$ cat src/rtl/measurement_pkg.sv
// Shared types for the measurement sequencer: FSM state encoding, 64-bit
// timestamps and the saturating time adder.
package measurement_pkg;

  typedef logic [63:0] time_t;

  typedef enum logic [2:0] {
    IDLE     = 3'd0,
    CONFIG   = 3'd1,
    CLEAR    = 3'd2,
    ARM      = 3'd3,
    ACQUIRE  = 3'd4,
    READ_REQ = 3'd5,
    READOUT  = 3'd6,
    NEXT     = 3'd7
  } seq_state_e;

  localparam time_t TIME_MAX = 64'hFFFF_FFFF_FFFF_FFFF;

  function automatic time_t sat_add(input time_t a, input time_t b);
    logic [64:0] sum;
    sum = {1'b0, a} + {1'b0, b};
    if (sum[64]) begin
      sat_add = TIME_MAX;
    end else begin
      sat_add = sum[63:0];
    end
  endfunction

endpackage

$ cat src/rtl/hist_sequencer_if.sv
// Histogram control/readout bus plus the forwarded readout stream.
interface hist_sequencer_if #(
  parameter int DATA_WIDTH = 32
);
  logic                  hist_config_en_o;
  logic                  hist_reset_o;
  logic                  hist_read_start_o;
  logic [5:0]            hist_click_channel_o;
  logic [5:0]            hist_start_channel_o;
  logic [4:0]            hist_shift_val_o;
  logic [DATA_WIDTH-1:0] hist_data_i;
  logic                  hist_valid_i;
  logic                  m_tvalid;
  logic [DATA_WIDTH-1:0] m_tdata;
  logic                  m_tlast;
  logic [15:0]           m_tuser;

  modport master (
    output hist_config_en_o, hist_reset_o, hist_read_start_o,
    output hist_click_channel_o, hist_start_channel_o, hist_shift_val_o,
    input  hist_data_i, hist_valid_i,
    output m_tvalid, m_tdata, m_tlast, m_tuser
  );

  modport slave (
    input  hist_config_en_o, hist_reset_o, hist_read_start_o,
    input  hist_click_channel_o, hist_start_channel_o, hist_shift_val_o,
    output hist_data_i, hist_valid_i,
    input  m_tvalid, m_tdata, m_tlast, m_tuser
  );
endinterface

$ cat src/rtl/readout_tracker.sv
// Acquisition end-time capture (saturating) and readout beat / idle-timeout
// counting for the histogram sequencer.
module readout_tracker
  import measurement_pkg::*;
#(
  parameter int NUM_BINS     = 4096,
  parameter int READ_TIMEOUT = 65535
) (
  input  logic  clk,
  input  logic  rst_n,
  input  logic  arm,
  input  time_t time_now,
  input  time_t window,
  output logic  acq_done,
  input  logic  clear,
  input  logic  active,
  input  logic  beat,
  output logic  beat_last,
  output logic  timed_out
);
  localparam int BW = $clog2(NUM_BINS + 1);
  localparam int TW = $clog2(READ_TIMEOUT + 1);
  localparam logic [BW-1:0] BEAT_ONE  = BW'(1);
  localparam logic [BW-1:0] LAST_BEAT = BW'(NUM_BINS - 1);
  localparam logic [TW-1:0] IDLE_ONE  = TW'(1);
  localparam logic [TW-1:0] LAST_IDLE = TW'(READ_TIMEOUT - 1);

  time_t         t_end_r;
  logic [BW-1:0] beat_cnt_r;
  logic [TW-1:0] idle_cnt_r;

  // End-of-window timestamp, captured once per run
  always_ff @(posedge clk or negedge rst_n) begin
    if (!rst_n) begin
      t_end_r <= '0;
    end else if (arm) begin
      t_end_r <= sat_add(time_now, window);
    end
  end

  // Beat count and cycles since the last beat; both restart per read request
  always_ff @(posedge clk or negedge rst_n) begin
    if (!rst_n) begin
      beat_cnt_r <= '0;
      idle_cnt_r <= '0;
    end else if (clear) begin
      beat_cnt_r <= '0;
      idle_cnt_r <= '0;
    end else if (active) begin
      if (beat) begin
        beat_cnt_r <= beat_cnt_r + BEAT_ONE;
        idle_cnt_r <= '0;
      end else begin
        idle_cnt_r <= idle_cnt_r + IDLE_ONE;
      end
    end
  end

  assign acq_done  = (time_now >= t_end_r);
  assign beat_last = active && beat && (beat_cnt_r == LAST_BEAT);
  assign timed_out = active && !beat && (idle_cnt_r == LAST_IDLE);

endmodule

$ cat src/rtl/hist_sequencer.sv
// Sequences histogram configure / clear / acquire / readout over a number of
// runs and forwards the readout beats as a stream tagged with the run index.
module hist_sequencer
  import measurement_pkg::*;
#(
  parameter int NUM_BINS     = 4096,
  parameter int DATA_WIDTH   = 32,
  parameter int READ_TIMEOUT = 65535
) (
  input  logic                    clk,
  input  logic                    rst,
  input  logic                    start,
  input  logic                    abort,
  input  logic [5:0]              cfg_click_channel,
  input  logic [5:0]              cfg_start_channel,
  input  logic [4:0]              cfg_shift_val,
  input  time_t                   cfg_window,
  input  logic [15:0]             cfg_num_runs,
  input  time_t                   lowest_time_bound,
  hist_sequencer_if.master        hist_bus,
  output logic                    busy,
  output logic                    done,
  output logic                    timeout_err
);
  logic [1:0]            rst_sync_r;
  logic                  rst_n_s;
  seq_state_e            state_r, state_nxt_s;
  logic                  start_ok_s, abort_hit_s, last_run_s, rd_beat_s;
  logic                  done_s, timeout_hit_s;
  logic                  acq_done_s, beat_last_s, timed_out_s;
  time_t                 window_r;
  logic [15:0]           num_runs_r, run_idx_r;
  logic [5:0]            click_ch_r, start_ch_r;
  logic [4:0]            shift_r;
  logic                  busy_r, done_r, timeout_err_r;
  logic                  config_en_r, hreset_r, read_start_r;
  logic                  m_tvalid_r, m_tlast_r;
  logic [DATA_WIDTH-1:0] m_tdata_r;
  logic [15:0]           m_tuser_r;

  // Reset asserts immediately, releases two clock edges later
  always_ff @(posedge clk or negedge rst) begin
    if (!rst) begin
      rst_sync_r <= 2'b00;
    end else begin
      rst_sync_r <= {rst_sync_r[0], 1'b1};
    end
  end
  assign rst_n_s = rst_sync_r[1];

  assign start_ok_s  = (state_r == IDLE) && start && !abort;
  assign abort_hit_s = abort && (state_r != IDLE);
  assign last_run_s  = ({1'b0, run_idx_r} + 17'd1) >= {1'b0, num_runs_r};
  assign rd_beat_s   = (state_r == READOUT) && hist_bus.hist_valid_i;

  readout_tracker #(.NUM_BINS(NUM_BINS), .READ_TIMEOUT(READ_TIMEOUT)) u_tracker (
    .clk       (clk),
    .rst_n     (rst_n_s),
    .arm       (state_r == ARM),
    .time_now  (lowest_time_bound),
    .window    (window_r),
    .acq_done  (acq_done_s),
    .clear     (state_r == READ_REQ),
    .active    (state_r == READOUT),
    .beat      (hist_bus.hist_valid_i),
    .beat_last (beat_last_s),
    .timed_out (timed_out_s)
  );

  // FSM state register
  always_ff @(posedge clk or negedge rst_n_s) begin
    if (!rst_n_s) begin
      state_r <= IDLE;
    end else begin
      state_r <= state_nxt_s;
    end
  end

  // Next state; abort overrides every other transition
  always_comb begin
    state_nxt_s   = state_r;
    done_s        = 1'b0;
    timeout_hit_s = 1'b0;
    if (abort_hit_s) begin
      state_nxt_s = IDLE;
    end else begin
      case (state_r)
        IDLE:     if (start_ok_s) state_nxt_s = CONFIG; else state_nxt_s = IDLE;
        CONFIG:   state_nxt_s = CLEAR;
        CLEAR:    state_nxt_s = ARM;
        ARM:      state_nxt_s = ACQUIRE;
        ACQUIRE:  if (acq_done_s) state_nxt_s = READ_REQ; else state_nxt_s = ACQUIRE;
        READ_REQ: state_nxt_s = READOUT;
        READOUT: begin
          if (timed_out_s) begin
            state_nxt_s   = IDLE;
            done_s        = 1'b1;
            timeout_hit_s = 1'b1;
          end else if (beat_last_s) begin
            state_nxt_s = NEXT;
          end else begin
            state_nxt_s = READOUT;
          end
        end
        NEXT: begin
          if (last_run_s) begin
            state_nxt_s = IDLE;
            done_s      = 1'b1;
          end else begin
            state_nxt_s = CLEAR;
          end
        end
        default:  state_nxt_s = IDLE;
      endcase
    end
  end

  // Control pulses and status, aligned with the state they belong to
  always_ff @(posedge clk or negedge rst_n_s) begin
    if (!rst_n_s) begin
      busy_r        <= 1'b0;
      done_r        <= 1'b0;
      timeout_err_r <= 1'b0;
      config_en_r   <= 1'b0;
      hreset_r      <= 1'b0;
      read_start_r  <= 1'b0;
    end else begin
      busy_r       <= (state_nxt_s != IDLE);
      done_r       <= done_s;
      config_en_r  <= (state_nxt_s == CONFIG);
      hreset_r     <= (state_nxt_s == CLEAR) || abort_hit_s;
      read_start_r <= (state_nxt_s == READ_REQ);
      if (start_ok_s) begin
        timeout_err_r <= 1'b0;
      end else if (timeout_hit_s) begin
        timeout_err_r <= 1'b1;
      end
    end
  end

  // Configuration snapshot taken at start, plus the run index
  always_ff @(posedge clk or negedge rst_n_s) begin
    if (!rst_n_s) begin
      click_ch_r <= 6'd0;
      start_ch_r <= 6'd0;
      shift_r    <= 5'd0;
      window_r   <= '0;
      num_runs_r <= 16'd0;
      run_idx_r  <= 16'd0;
    end else if (start_ok_s) begin
      click_ch_r <= cfg_click_channel;
      start_ch_r <= cfg_start_channel;
      shift_r    <= cfg_shift_val;
      window_r   <= cfg_window;
      num_runs_r <= (cfg_num_runs == 16'd0) ? 16'd1 : cfg_num_runs;
      run_idx_r  <= 16'd0;
    end else if ((state_r == NEXT) && !abort_hit_s) begin
      run_idx_r <= run_idx_r + 16'd1;
    end
  end

  // Readout stream, one cycle behind the histogram beats
  always_ff @(posedge clk or negedge rst_n_s) begin
    if (!rst_n_s) begin
      m_tvalid_r <= 1'b0;
      m_tlast_r  <= 1'b0;
      m_tdata_r  <= '0;
      m_tuser_r  <= 16'd0;
    end else begin
      m_tvalid_r <= rd_beat_s && !abort_hit_s;
      m_tlast_r  <= beat_last_s && !abort_hit_s;
      if (rd_beat_s) begin
        m_tdata_r <= hist_bus.hist_data_i;
        m_tuser_r <= run_idx_r;
      end
    end
  end

  assign hist_bus.hist_config_en_o     = config_en_r;
  assign hist_bus.hist_reset_o         = hreset_r;
  assign hist_bus.hist_read_start_o    = read_start_r;
  assign hist_bus.hist_click_channel_o = click_ch_r;
  assign hist_bus.hist_start_channel_o = start_ch_r;
  assign hist_bus.hist_shift_val_o     = shift_r;
  assign hist_bus.m_tvalid             = m_tvalid_r;
  assign hist_bus.m_tdata              = m_tdata_r;
  assign hist_bus.m_tlast              = m_tlast_r;
  assign hist_bus.m_tuser              = m_tuser_r;
  assign busy                          = busy_r;
  assign done                          = done_r;
  assign timeout_err                   = timeout_err_r;

endmodule

$ cat src/flat_wrapper.sv
// flat-port wrapper written by rule: the top's interface ports become plain ports
module hist_sequencer_flat import measurement_pkg::*;
#(
  parameter int NUM_BINS     = 4096,
  parameter int DATA_WIDTH   = 32,
  parameter int READ_TIMEOUT = 65535
)
  (clk, rst, start, abort, cfg_click_channel, cfg_start_channel, cfg_shift_val, cfg_window, cfg_num_runs, lowest_time_bound, busy, done, timeout_err, hist_bus_hist_config_en_o, hist_bus_hist_reset_o, hist_bus_hist_read_start_o, hist_bus_hist_click_channel_o, hist_bus_hist_start_channel_o, hist_bus_hist_shift_val_o, hist_bus_hist_data_i, hist_bus_hist_valid_i, hist_bus_m_tvalid, hist_bus_m_tdata, hist_bus_m_tlast, hist_bus_m_tuser);
  hist_sequencer_if #(.DATA_WIDTH(DATA_WIDTH)) hist_bus_i ();
  input  logic clk;
  input  logic rst;
  input  logic start;
  input  logic abort;
  input  logic [5:0] cfg_click_channel;
  input  logic [5:0] cfg_start_channel;
  input  logic [4:0] cfg_shift_val;
  input  time_t cfg_window;
  input  logic [15:0] cfg_num_runs;
  input  time_t lowest_time_bound;
  output logic busy;
  output logic done;
  output logic timeout_err;
  output wire logic [$bits(hist_bus_i.hist_config_en_o)-1:0] hist_bus_hist_config_en_o;
  output wire logic [$bits(hist_bus_i.hist_reset_o)-1:0] hist_bus_hist_reset_o;
  output wire logic [$bits(hist_bus_i.hist_read_start_o)-1:0] hist_bus_hist_read_start_o;
  output wire logic [$bits(hist_bus_i.hist_click_channel_o)-1:0] hist_bus_hist_click_channel_o;
  output wire logic [$bits(hist_bus_i.hist_start_channel_o)-1:0] hist_bus_hist_start_channel_o;
  output wire logic [$bits(hist_bus_i.hist_shift_val_o)-1:0] hist_bus_hist_shift_val_o;
  input wire logic [$bits(hist_bus_i.hist_data_i)-1:0] hist_bus_hist_data_i;
  input wire logic [$bits(hist_bus_i.hist_valid_i)-1:0] hist_bus_hist_valid_i;
  output wire logic [$bits(hist_bus_i.m_tvalid)-1:0] hist_bus_m_tvalid;
  output wire logic [$bits(hist_bus_i.m_tdata)-1:0] hist_bus_m_tdata;
  output wire logic [$bits(hist_bus_i.m_tlast)-1:0] hist_bus_m_tlast;
  output wire logic [$bits(hist_bus_i.m_tuser)-1:0] hist_bus_m_tuser;
  assign hist_bus_hist_config_en_o = hist_bus_i.hist_config_en_o;
  assign hist_bus_hist_reset_o = hist_bus_i.hist_reset_o;
  assign hist_bus_hist_read_start_o = hist_bus_i.hist_read_start_o;
  assign hist_bus_hist_click_channel_o = hist_bus_i.hist_click_channel_o;
  assign hist_bus_hist_start_channel_o = hist_bus_i.hist_start_channel_o;
  assign hist_bus_hist_shift_val_o = hist_bus_i.hist_shift_val_o;
  assign hist_bus_i.hist_data_i = hist_bus_hist_data_i;
  assign hist_bus_i.hist_valid_i = hist_bus_hist_valid_i;
  assign hist_bus_m_tvalid = hist_bus_i.m_tvalid;
  assign hist_bus_m_tdata = hist_bus_i.m_tdata;
  assign hist_bus_m_tlast = hist_bus_i.m_tlast;
  assign hist_bus_m_tuser = hist_bus_i.m_tuser;
  hist_sequencer #(.NUM_BINS(NUM_BINS), .DATA_WIDTH(DATA_WIDTH), .READ_TIMEOUT(READ_TIMEOUT)) u_core (.clk(clk), .rst(rst), .start(start), .abort(abort), .cfg_click_channel(cfg_click_channel), .cfg_start_channel(cfg_start_channel), .cfg_shift_val(cfg_shift_val), .cfg_window(cfg_window), .cfg_num_runs(cfg_num_runs), .lowest_time_bound(lowest_time_bound), .hist_bus(hist_bus_i), .busy(busy), .done(done), .timeout_err(timeout_err));
endmodule
$ cat config.mk
export PLATFORM = sky130hd
export DESIGN_NAME = hist_sequencer_flat
export DESIGN_NICKNAME = d
export VERILOG_FILES = /design/src/rtl/measurement_pkg.sv /design/src/rtl/hist_sequencer_if.sv /design/src/rtl/readout_tracker.sv /design/src/rtl/hist_sequencer.sv /design/src/flat_wrapper.sv
export SDC_FILE = /design/constraint.sdc
export NUM_CORES = 1
export LEC_CHECK = 0
export ABC_AREA = 1
export BUFFER_PORTS_ARGS = -buffer_cell sky130_fd_sc_hd__buf_4
export CAP_MARGIN = 20
export CORE_MARGIN = 2
export CORE_UTILIZATION = 40
export DETAILED_ROUTE_END_ITERATION = 10
export GPL_ROUTABILITY_DRIVEN = 0
export PLACE_DENSITY = 0.66
export SYNTH_ARGS = -nofsm -noshare
export SYNTH_HDL_FRONTEND = slang
export SYNTH_SLANG_ARGS = --single-unit
$ cat constraint.sdc
create_clock -name clk -period 8.5 [get_ports clk]
set_input_delay 0.425 -clock clk [delete_from_list [all_inputs] [get_ports clk]]
set_output_delay 0.425 -clock clk [all_outputs]
set_load 0.02 [all_outputs]
==> summary.txt <==
Run status
  • Run status: finished, final reports clean

Logic synthesis
  • Yosys warnings: 0
  • Syn_nets: 2,921
  • Syn avg cell area: 7.00 um2
  • Post-synthesis adder-cell area fraction: 10.4%
  • Most used flip-flop cell after synthesis: dfrtp_1
  • Post-synthesis xor/xnor area fraction: 1.80%
  • Synth Area in Compound Gates: 11.9%
  • Share of flip-flops with an asynchronous set or reset: 100%
  • Register bit total from synthesis: 267
  • Register area share after synthesis: 37.1%
  • Mapped Area: 0.0180 mm2
  • Largest family of logic cells by synthesized area: simple AND/OR/NAND/NOR gates
  • Mux contribution to synthesized area: 0%
  • Syn Inst Count: 2,574
  • Simple-gate share of the synthesized area: 30.3%
  • Synth unique cells: 52
  • Post-synth EDFFs: 0

CTS
  • H-tree depth: 2
  • Bufs on Longest Clock Path: 3
  • Postcts setup bufs: 0
  • Root Buffer: clkbuf_16
  • CTS resizes: 0
  • Clk_lat worst skew: 0.57 ns
  • Clk pin slew, worst setup/hold paths: 0.06 ns
  • CTS tree: done
  • Sink Count: 267
  • CTS Buf Count: 34

Route
  • Routed wire length: 57,300 um
  • Per-cell routed wire length: 16.5 um
  • DR vias/cell: 5.16
  • Detailed Routing Iterations Pass 1: 5
  • Post-route DRC: 0
  • Via count: 17,900
  • ANT nets after route: 0
  • 1st-iter DRT viols: 1,407

Critical path
  • Worst path cell trace: ha_1 > nand3_1 > nor3_1 > nand2_1 > nor2_1 > nand3_1 > o22a_1 > ha_1 > nand4_1 > nor4_1 > nand2_1 > nand4_1 > nand2_1 > nand2_1 > nand3_1 > nor2_1
  • CP startpoint kind: flip-flop
  • CP max stage cell: dfrtp_1
  • Worst-path fanout max: 6
  • Reg2reg path depth: 16
  • Most used cell, CP: nand2_1
  • Worst EP required: 8.99 ns
  • Max incr delay on CP: 0.43 ns
  • WP depth: 16
  • CP Buf/Inv Count: 0
  • R2R setup slack: 5.36 ns
  • CP endpoint: u_core.hist_bus.hist_read_start_o$_DFF_PN0_
  • Worst endpoint data arrival time: 3.62 ns
  • Launch point of the worst reg-to-reg path: u_core.run_idx_r[0]$_DFFE_PN0P_
  • Worst path top cell family by delay: simple AND/OR/NAND/NOR gates
  • Crit path from: u_core.run_idx_r[0]$_DFFE_PN0P_
  • Setup CP Type: reg2reg
  • Reg2reg end: u_core.hist_bus.hist_read_start_o$_DFF_PN0_
  • Setup crit end kind: flip-flop

Placed design
  • Post-DP HPWL: 45,100 um
  • Buffers on Ports: 270
  • Area after DPL: 0.0207 mm2

Floorplan
  • Core ar.: 0.0443 mm2
  • Chip width: 216 um
  • Die span in y: 216 um
  • Initial Utilization: 40.6%
  • # IOs: 271
  • Die area: 0.0467 mm2
  • Placement Rows: 77

Timing
  • Final setup vio count: 0
  • Slew Limit Fails: 0
  • Fmax: 0.319 GHz
  • Period utilization: 36.9%
  • Slew @ Worst Pin: 0.971 ns
  • RSZ-0062 raised after global routing: false
  • Setup TNS: 0 ns
  • Post-Route Skew: 0.0173 ns
  • Tmin final: 3.14 ns
  • Max_slew headroom: 35.3%
  • Final hold vios: 0
  • Final hold slack: 0.0492 ns

Min path
  • Hold Path Class: in2reg

Power and ir drop
  • Static leakage: 0.0113 uW
  • PwrDens: 334 mW/mm2
  • Maximum vdd drop: 207 uV

Global route
  • Largest net degree at the start of global routing: 89
  • Grt ovf: 0
  • First-pass GRT wire length: 90,800 um
  • GRT Total Usage: 24.2%
  • Vias in the first global route: 17,500
  • Initial antenna violation count: 14

Cells and area
  • Final #Nets: 3,186
  • Post-layout util: 49.3%
  • Layout area overhead: 21.4%
  • Final instance area: 0.0219 mm2
  • Fraction of layout cells with a size suffix above 1: 13.7%

Run
  • Maximum Capacitance Violations: 0
[cells by family after synthesis]
family                     Yosys count
AOI/OAI and AO/OA                  387
buffers and inverters              398
other                                1
adders and majority gates          149
and+or+nand+nor                   1335
DFF                                267
xor gates and xnor gates            37
[state kept, by name, summed over array words and instances, names as in the netlist, 13 cells and up]
| register | cells |
|---|---|
| u_core.hist_bus.m_tdata | 32 |
| u_core.hist_bus.m_tuser | 16 |
| u_core.num_runs_r | 16 |
| u_core.run_idx_r | 16 |
| u_core.u_tracker.beat_cnt_r | 13 |
| u_core.u_tracker.idle_cnt_r | 16 |
| u_core.u_tracker.t_end_r | 64 |
| u_core.window_r | 64 |
[area by class of cell]
class                      count  area (um2)
multi-input combinational   1909        9830
tap                          592         741
sequential                   267        6690
fill                        4480       22500
antenna                        5        12.5
clock inverter                16         209
clock buffer                  45         952
inverter                     345        1300
timing repair buffer         282        2140
[metrics by stage]
| stage | cells | power (uW) | setup WS (ns) |
|---|---|---|---|
| 2_1_floorplan | 2574 | 4600 | 0.508 |
| 3_3_place_gp | 3393 | 5680 | 5.53 |
| 3_5_place_dp | 3393 | 5760 | 5.42 |
| 4_1_cts | 3455 | 7320 | 5.41 |
| 5_1_grt | 3458 | 7910 | 5.04 |
| 6_report | 3461 | 7310 | 5.36 |
[cells in the mapped netlist (3+ instances only)]
| master | count | area (um2) |
|---|---|---|
| o21ai_1 | 12 | 60.1 |
| and3_1 | 4 | 25.0 |
| nor2_1 | 259 | 972 |
| o21ai_2 | 5 | 43.8 |
| a31oi_2 | 8 | 100 |
| nor2_2 | 6 | 37.5 |
| xnor2_1 | 22 | 193 |
| inv_1 | 329 | 1230 |
| nand2_2 | 5 | 31.3 |
| o22ai_1 | 8 | 50.1 |
| nand4_1 | 39 | 244 |
| o21a_1 | 9 | 67.6 |
| a31oi_1 | 10 | 62.6 |
| dfrtp_1 | 267 | 6680 |
| ha_1 | 148 | 1850 |
| o21bai_1 | 7 | 52.6 |
| a22oi_1 | 3 | 22.5 |
| buf_1 | 10 | 37.5 |
| xor2_1 | 15 | 131 |
| nor3_1 | 34 | 170 |
| nand2_1 | 842 | 3160 |
| nor3_2 | 4 | 40.0 |
| nand3_1 | 117 | 586 |
| o21ai_0 | 159 | 796 |
| inv_2 | 14 | 52.6 |
| buf_2 | 5 | 25.0 |
| a21oi_1 | 151 | 756 |
| clkbuf_1 | 35 | 131 |
| nand3_2 | 5 | 50.1 |
| nor4_1 | 12 | 75.1 |
[where the power goes]
part | internal (uW) | switching, uW | total (uW)
Sequential | 1770 | 307 | 2080
Clock | 893 | 614 | 1510
Combinational | 1330 | 2390 | 3730
[tightest hold or removal path: cells and delay by family]
family	cells	cell delay, ns
and+or+nand+nor	2	0.09
buffers and inverters	1	0.08
[placed cells by master (no fill, tap or decap), types with 4 or more instances in the layout]
cell type	instances
xor2_1	15
a31oi_2	8
clkbuf_1	5
ha_1	148
o21ai_0	159
clkbuf_16	34
nand4_1	39
inv_1	329
clkbuf_8	6
a31oi_1	10
nor3_1	34
nor4_1	12
o22ai_1	8
o21bai_1	7
diode_2	5
nand2_1	842
dfrtp_1	266
o21a_1	9
nand3_1	116
nor2_2	6
clkinv_2	8
inv_2	14
nor2_1	259
and3_1	4
buf_4	280
o21ai_1	12
nand3_2	5
a21oi_1	151
o21ai_2	5
xnor2_1	22
nand2_2	5
[per-layer routing]
layer,up-vias,GRT usage [%],share of wire [%]
li1,8816,-,-
met1,8225,30.3,42
met2,636,39.2,45
met3,165,6.81,8.2
met4,14,10.1,4.3
met5,-,0,0.16
[how the worst min path moves through the flow]
stage | from | to | depth (start not counted)
floorplan | rst | u_core.rst_sync_r[0]$_DFF_PN0_ | 0
global placement | rst | u_core.rst_sync_r[0]$_DFF_PN0_ | 1
detailed placement | rst | u_core.rst_sync_r[0]$_DFF_PN0_ | 1
CTS | cfg_window[9] | u_core.window_r[9]$_DFFE_PN0P_ | 3
global route | cfg_window[50] | u_core.window_r[50]$_DFFE_PN0P_ | 3
finish | cfg_window[33] | u_core.window_r[33]$_DFFE_PN0P_ | 3
[what timing repair did]
item / 4_1_cts / 5_1_grt
hold buffers: 1 / 0
hold endpoints to repair: 2 / 0
setup endpoints to repair: 0 / 0
Power figures use the tool's default switching activity.
